===== src/rtl/ber_monitor_pkg.sv =====
// Shared types and constants for the bit-error-rate monitor.
package ber_monitor_pkg;

  // Default widths for the window/word counters and the bit-error accumulator.
  localparam int WIN_W_DEF = 32;
  localparam int ACC_W_DEF = 40;

  // Per-word error count width, shared with the PRBS7 checker upstream.
  localparam int ERR_W = 6;

  typedef enum logic [1:0] {
    ST_IDLE    = 2'd0,
    ST_ARM     = 2'd1,
    ST_MEASURE = 2'd2,
    ST_DONE    = 2'd3
  } state_t;

endpackage


===== src/rtl/sat_accum.sv =====
// Saturating accumulator register with synchronous clear and enable.
module sat_accum #(
  parameter int W    = 8,
  parameter int IN_W = 6
) (
  input  logic            clk,
  input  logic            rst,
  input  logic            i_clr,
  input  logic            i_en,
  input  logic [IN_W-1:0] i_inc,
  output logic [W-1:0]    o_q
);

  logic [W-1:0] r_q;

  // Add with one guard bit; a carry out pins the result at all-ones.
  function automatic logic [W-1:0] sat_add(input logic [W-1:0] a, input logic [IN_W-1:0] b);
    logic [W:0] s;
    s = {1'b0, a} + (W+1)'(b);
    return s[W] ? {W{1'b1}} : s[W-1:0];
  endfunction

  // Accumulator register: clear wins over accumulate.
  always_ff @(posedge clk or posedge rst) begin
    if (rst)        r_q <= '0;
    else if (i_clr) r_q <= '0;
    else if (i_en)  r_q <= sat_add(r_q, i_inc);
  end

  assign o_q = r_q;

endmodule


===== src/rtl/ber_monitor.sv =====
// Bit-error-rate monitor: accumulates PRBS7 error statistics from the word
// aligner over a programmable window, with a start/done handshake.
module ber_monitor
  import ber_monitor_pkg::*;
#(
  parameter int WIN_W = WIN_W_DEF,
  parameter int ACC_W = ACC_W_DEF
) (
  input  logic             clk,
  input  logic             reset,
  input  logic             aligned,
  input  logic [ERR_W-1:0] errorCount,
  input  logic             start,
  input  logic             abort,
  input  logic [WIN_W-1:0] windowWords,
  output logic             busy,
  output logic             done,
  output logic             lockLost,
  output logic [WIN_W-1:0] wordCount,
  output logic [WIN_W-1:0] errWords,
  output logic [ACC_W-1:0] bitErrors,
  output logic [ERR_W-1:0] maxBurst,
  output logic [1:0]       state
);

  state_t             r_state;
  state_t             w_next;
  logic [WIN_W-1:0]   r_limit;
  logic               r_lock_lost;
  logic [ERR_W-1:0]   r_max;
  logic               r_busy;
  logic               r_done;

  logic               w_clr;
  logic               w_acc;
  logic               w_lost;
  logic [WIN_W-1:0]   w_word_inc;
  logic               w_word_err;

  assign w_word_inc = wordCount + 1'b1;
  assign w_word_err = |errorCount;

  // Next-state and per-cycle control decode; abort always beats start.
  always_comb begin
    w_next = r_state;
    w_clr  = 1'b0;
    w_acc  = 1'b0;
    w_lost = 1'b0;
    case (r_state)
      ST_IDLE, ST_DONE: begin
        if (start && !abort) begin
          w_clr  = 1'b1;
          w_next = ST_ARM;
        end
      end
      ST_ARM: begin
        if (abort)        w_next = ST_IDLE;
        else if (aligned) w_next = ST_MEASURE;
      end
      ST_MEASURE: begin
        if (abort) begin
          w_next = ST_IDLE;
        end else if (!aligned) begin
          w_next = ST_DONE;
          w_lost = 1'b1;
        end else begin
          w_acc = 1'b1;
          // A zero limit means free-run, which stops only when the word counter is full.
          if ((r_limit != '0) ? (w_word_inc == r_limit) : (&w_word_inc))
            w_next = ST_DONE;
        end
      end
      default: w_next = ST_IDLE;
    endcase
  end

  // State, latched window limit, lock-loss flag, worst word and status flags.
  always_ff @(posedge clk or posedge reset) begin
    if (reset) begin
      r_state     <= ST_IDLE;
      r_limit     <= '0;
      r_lock_lost <= 1'b0;
      r_max       <= '0;
      r_busy      <= 1'b0;
      r_done      <= 1'b0;
    end else begin
      r_state <= w_next;
      r_busy  <= (w_next == ST_ARM) || (w_next == ST_MEASURE);
      r_done  <= (w_next == ST_DONE);
      if (w_clr) begin
        r_limit     <= windowWords;
        r_lock_lost <= 1'b0;
        r_max       <= '0;
      end else begin
        if (w_lost)                          r_lock_lost <= 1'b1;
        if (w_acc && (errorCount > r_max))   r_max       <= errorCount;
      end
    end
  end

  sat_accum #(.W(ACC_W), .IN_W(ERR_W)) u_bit_errors (
    .clk(clk), .rst(reset), .i_clr(w_clr), .i_en(w_acc),
    .i_inc(errorCount), .o_q(bitErrors)
  );

  sat_accum #(.W(WIN_W), .IN_W(1)) u_word_count (
    .clk(clk), .rst(reset), .i_clr(w_clr), .i_en(w_acc),
    .i_inc(1'b1), .o_q(wordCount)
  );

  sat_accum #(.W(WIN_W), .IN_W(1)) u_err_words (
    .clk(clk), .rst(reset), .i_clr(w_clr), .i_en(w_acc),
    .i_inc(w_word_err), .o_q(errWords)
  );

  assign state    = r_state;
  assign busy     = r_busy;
  assign done     = r_done;
  assign lockLost = r_lock_lost;
  assign maxBurst = r_max;

endmodule


===== config.mk =====
export PLATFORM = sky130hd
export DESIGN_NAME = ber_monitor
export DESIGN_NICKNAME = d
export VERILOG_FILES = /design/src/rtl/ber_monitor_pkg.sv /design/src/rtl/sat_accum.sv /design/src/rtl/ber_monitor.sv
export SDC_FILE = /design/constraint.sdc
export NUM_CORES = 1
export LEC_CHECK = 0
export ABC_AREA = 1
export ABC_CLOCK_PERIOD_IN_PS = 5400
export CAP_MARGIN = 15
export CORE_MARGIN = 2
export CORE_UTILIZATION = 30
export CTS_CLUSTER_DIAMETER = 120
export DETAILED_ROUTE_END_ITERATION = 10
export DONT_BUFFER_PORTS = 1
export PLACE_DENSITY_LB_ADDON = 0.25
export SLEW_MARGIN = 30
export SYNTH_ARGS = -nofsm -noshare
export SYNTH_HDL_FRONTEND = slang
export SYNTH_SLANG_ARGS = --single-unit

===== constraint.sdc =====
create_clock -name clk -period 5.4 [get_ports clk]
set_clock_uncertainty 0.15 [all_clocks]
set_input_delay 0.54 -clock clk [delete_from_list [all_inputs] [get_ports clk]]
set_output_delay 0.54 -clock clk [all_outputs]
set_load 0.05 [all_outputs]

* Word-level counts from Yosys, hierarchy flattened
Cells that the tools add are included.
** Storage, ports and cells
- Bits of input ports :: 43
- Bits in registers :: 147
- Logic and storage cells :: 62
- Output and inout port bits :: 115
** Operators by class
- Magnitude comparators :: 1
- Eq/ne operators :: 7
- Add/sub/neg operators :: 4
- Reduce and logical (&&, ||, !) cells :: 12
- Mux-type cells :: 29
** Operators by type and width (number)
- 2-to-1 mux 32 bit :: 6
- 2-to-1 mux 40 bit :: 3
- adder 40 x 6 -> 41 bit :: 1
- adder 32 x 1 -> 33 bit :: 1
- adder 32 x 1 -> 33 bit (second input constant) :: 1
- adder 32 x 1 -> 32 bit (second input constant) :: 1
- == test 32 bit :: 1
- AND reduction 32 bit :: 1
- nonzero test 32 bit :: 1
- 2-to-1 mux 2 bit :: 6
- 2-to-1 mux 6 bit :: 2
- 2-to-1 mux 1 bit :: 11
- == test 2 bit (second input constant) :: 4
- > comparator 6 bit :: 1
- one-hot mux 2 bit (3 select lines) :: 1
- nonzero test 2 bit :: 3
- OR reduction 6 bit :: 1
- == test 2 x 1 -> 1 bit (second input constant) :: 2
- logical AND 1 bit :: 2
- logical NOT 2 bit :: 1
- OR reduction 2 bit :: 1
- logical NOT 1 bit :: 1
- logical OR 1 bit :: 1

* Longest topological paths before layout
- Depth in word-level cells :: 9
- Depth in mapped cells :: 20
- Mapped depth without buffers :: 20

* Modules after synthesis
From an unflattened synthesis, not the netlist that was laid out.
** Second synthesis, totals
- Cell total of the unflattened synthesis :: 1863
- Area total of the unflattened synthesis :: 11596.1 um^2
** Modules (own cells, without submodules)
- sat_accum (u_err_words ...) :: instances 2, sequential area each 800.8 um^2, area an instance 2252.2 um^2, cells an instance 353
- ber_monitor :: instances 1, sequential area each 1076.0 um^2, area an instance 3846.2 um^2, cells an instance 623
- sat_accum (u_bit_errors) :: instances 1, sequential area each 1001.0 um^2, area an instance 3245.6 um^2, cells an instance 534

* Least setup slack after synthesis
OpenSTA, ideal clock, no wires.
- Path kind :: register -> register
- From :: register u_bit_errors.r_q[0], in the netlist u_bit_errors.o_q[0]
- To :: register u_bit_errors.r_q[21], in the netlist u_bit_errors.o_q[21]
- Path buffers :: 1
- Required time :: 5167 ps
- Arrival time :: 2728 ps
- Setup time :: 83 ps
- Clock period less this slack :: 2961 ps
- Setup slack :: 2439 ps
- Stages on the path, launching flop included :: 18
- Cells stage by stage :: dfrtp_1 > ha_1 > inv_1 > fa_1 > inv_1 > nand3_1 > nand2_1 > a21oi_2 > nor2_4 > nand2_2 > nor2_2 > nand4_1 > nor3b_2 > buf_2 > a21oi_1 > o21ai_0 > nand2_1 > o21ai_0
** On the way
- Cells in the longest elaborated chain, start to end :: 4
** RTL lines
- start: declaration :: RTL line sat_accum.sv:14 : logic [W-1:0] r_q;
- start signal: assignment :: RTL line sat_accum.sv:27 : else if (i_en) r_q <= sat_add(r_q, i_inc);
- adder 40 x 6 -> 41 bit :: RTL line sat_accum.sv:19 : s = {1'b0, a} + (W+1)'(b);
- 2-to-1 mux 40 bit :: RTL line sat_accum.sv:20 : return s[W] ? {W{1'b1}} : s[W-1:0];
- 2-to-1 mux 40 bit :: RTL line sat_accum.sv:27
- 2-to-1 mux 40 bit :: RTL line sat_accum.sv:26 : else if (i_clr) r_q <= '0;
Every way passes these cells. The select of a mux whose other input is x is not followed.
A chain may end at the register's enable or synchronous reset.

* Worst setup path after layout
- From :: register u_bit_errors.r_q[0], in the netlist u_bit_errors.o_q[0]
- To :: register u_bit_errors.r_q[17], in the netlist u_bit_errors.o_q[17]
Same word-level chain as after synthesis.

==> flow_metrics.tcl <==
set metrics [dict create \
    status "completed" \
    setup_violations 0 \
    postRouteAntennaNets 0 \
    crit_fanout 11 \
    dp_slack_ns 1.561 \
    hp-class "primary input to flip-flop" \
    h-tree-depth 4 \
    fmax_mhz 271.7 \
    layout_setup_ws_ns 1.720 \
    antenna_cells 0 \
    area_growth_pct 11.21 \
    grt_pass1_vias 9249 \
    die_x_microns 184.9 \
    rows 66 \
    postSynthCellCount 1444 \
    synthFlopType "dfrtp_1" \
    synth_cell_types 44 \
    grt_overflow 0 \
    synth_common_cells "nand2_1 (409), inv_1 (192), o21ai_0 (158)" \
    gp_congestion 0.9090 \
    cap_violations 0 \
    cp-start-kind "flip-flop" \
    place_inst 1857 \
    synth_top_cell_area_share 0.3748 \
    port_buffers 0 \
    synth_edf_count 0 \
    ys_seq_area_frac 0.3748 \
    arrival_ns 3.89 \
    slew_headroom 0.3678 \
    fin_setup_tns_ns 0 \
    powerDensity_nw_per_um2 331.4 \
    core_sq_um 32370 \
    worstMarginPinSlew_ns 0.9425 \
    synth_most_common_cell "nand2_1" \
    layout_min_cycle_time_ns 3.680 \
    path_class "flip-flop to flip-flop" \
    hold_viol 0 \
    drt_wl_total_microns 32020 \
    dp_hpwl_microns 23410 \
    post_synth.cell_area_avg_sq_um 6.797 \
    ys.warnings.count 0 \
    end_kind "flip-flop" \
    worstPathRequired_ns 5.61 \
    initial_utilization 0.3032 \
    drt_pre_antenna_iters 5 \
    synth_seq_cells 147 \
    syn_nets 1507 \
    hold_ws_ns 0.06060 \
    dieArea_sq_um 34180 \
    vias_per_cell 4.884 \
    drc 0 \
    drv_slew 0 \
    clkSinkCount 147 \
    wl_per_cell_microns 16.93 \
    grt_pass1_wl_microns 51270 \
    leakagePower_nw 4.897 \
    max-vdd-ir-drop_v 0.0002378 \
    cts_root_buffer "clkbuf_16" \
    cts_buffers 17 \
    fp.dieH_microns 184.9 \
    place_area_sq_um 10290 \
    post_cts_resized 0 \
    nets 1499 \
    grt_max_degree 85 \
    rsz0062_at_grt "false" \
    clk_pin_slew_worst_paths_ns 0.07 \
    post-route-period-util 0.6816 \
    final_area_sq_um 10910 \
    stdcell_count 1891 \
    antenna_found_initial 1 \
    io_pins 158 \
    clkLatencyLatePin_ns 0.44 \
    synth_top_cell_by_area "dfrtp_1" \
    synth_area_leaders "dfrtp_1 (37%), nand2_1 (16%), o21ai_0 (8.1%)" \
    drive_gt1_frac 0.06832 \
    tritoncts "yes" \
    syn_area_sq_um 9814 \
    grt_usage 0.1939 \
    route.vias.total 9235 \
    detail_route.iter0.violations 541 \
    async_reset_ff_frac 1.000 \
    ctsLongestPathBuffers 2 \
]
worst max-delay path, stage by stage, from the launching register on:
cell and delay, ns:
dfrtp_1 0.66, ha_1 0.29, inv_1 0.09, fa_1 0.36, inv_1 0.09, nand3_1 0.07, nand2_1 0.12, a21oi_2 0.10
nor2_4 0.12, nand2_2 0.10, nor2_2 0.20, nand4_1 0.18, nor3b_2 0.71, a21oi_1 0.07, o21ai_0 0.11, nand2_1 0.07
o21ai_0 0.10
path summary, 6_finish.rpt:
check                      slack, ns  cells past startpoint                 from                    to
max reg2reg                     1.72                     16  u_bit_errors.o_q[0]  u_bit_errors.o_q[17]
min in group asynchronous       0.55                      2                reset   u_err_words.o_q[31]
min                             0.06                      2       windowWords[0]            r_limit[0]
min reg2reg                     0.39                      2           r_limit[0]            r_limit[0]
max                             1.72                     16  u_bit_errors.o_q[0]  u_bit_errors.o_q[17]
max in group asynchronous       3.47                      3                reset           r_limit[15]
routing by layer:
layer | GRT usage | wire [microns] | vias to the layer above
met5 | 0 | 18 | -
met4 | 0.06667 | 591 | 2
met3 | 0.06469 | 2545 | 34
met2 | 0.3254 | 15200 | 243
met1 | 0.2321 | 13660 | 4295
li1 | - | - | 4661
cells in the final DEF, fill, tap and decap left out, types with 3 or more instances in the layout:
master	n
nand4_1	12
xnor2_1	3
a21oi_1	46
a31oi_1	5
clkinvlp_4	4
nand2_2	10
clkbuf_16	17
buf_4	6
nor4_1	10
nand3_1	99
nand2_4	3
nand3b_1	6
clkinv_2	3
nor2_4	19
o22ai_1	28
ha_1	19
xor2_1	17
nand3_2	6
nor2_2	7
inv_1	190
inv_2	3
a21o_1	3
nor2_1	137
or2_2	5
dfrtp_1	147
nor3_1	34
o21ai_1	12
o21ai_0	158
nand2_1	408
metrics by stage:
step	util	total power (W)
final	0.3372	0.003617
after global routing	0.3372	0.003855
after CTS	0.3364	0.003671
after detailed placement	0.3179	0.002420
after global placement	0.3179	0.002413
after floorplan	-	0.002155
registers in the layout, indices dropped and copies added (netlist names):
| register | flops |
|---|---|
| maxBurst | 6 |
| done | 1 |
| r_limit | 32 |
| u_bit_errors.o_q | 40 |
| u_err_words.o_q | 32 |
| state | 2 |
| lockLost | 1 |
| u_word_count.o_q | 32 |
| busy | 1 |
cells by family after synthesis:
kind of cell / count (synthesis) / share of synthesized area
AND/OR/NAND/NOR: 763 / 0.3457
flip-flops: 147 / 0.3748
adder cells (fa/ha/maj): 20 / 0.02626
AO/OA/AOI/OAI: 261 / 0.1409
XOR/XNOR: 22 / 0.02244
buffers and inverters: 231 / 0.08988
layout make-up:
| cell class | instances | area [sq um] |
|---|---|---|
| timing repair buffer | 8 | 75.07 |
| sequential | 147 | 3679 |
| tap | 442 | 553.0 |
| clock buffer | 20 | 456.7 |
| multi-input combinational | 1066 | 5276 |
| inverter | 196 | 743.2 |
| clock inverter | 12 | 131.4 |
| fill | 3537 | 21460 |
power by group:
part / total, W / switching, W / internal (W)
registers: 0.00159 / 0.000330 / 0.00126
clock network: 0.00122 / 0.000516 / 0.000705
logic: 0.000804 / 0.000530 / 0.000274
total: 0.00362 / 0.00138 / 0.00224
timing repair:
action / in CTS / in global routing
hold buffers: 1 / 0
setup buffers: 0 / 0
endpoints found under the hold margin: 64 / 0
endpoints found under the setup margin: 0 / 0
Note: power is estimated with default switching activity, not from simulation.
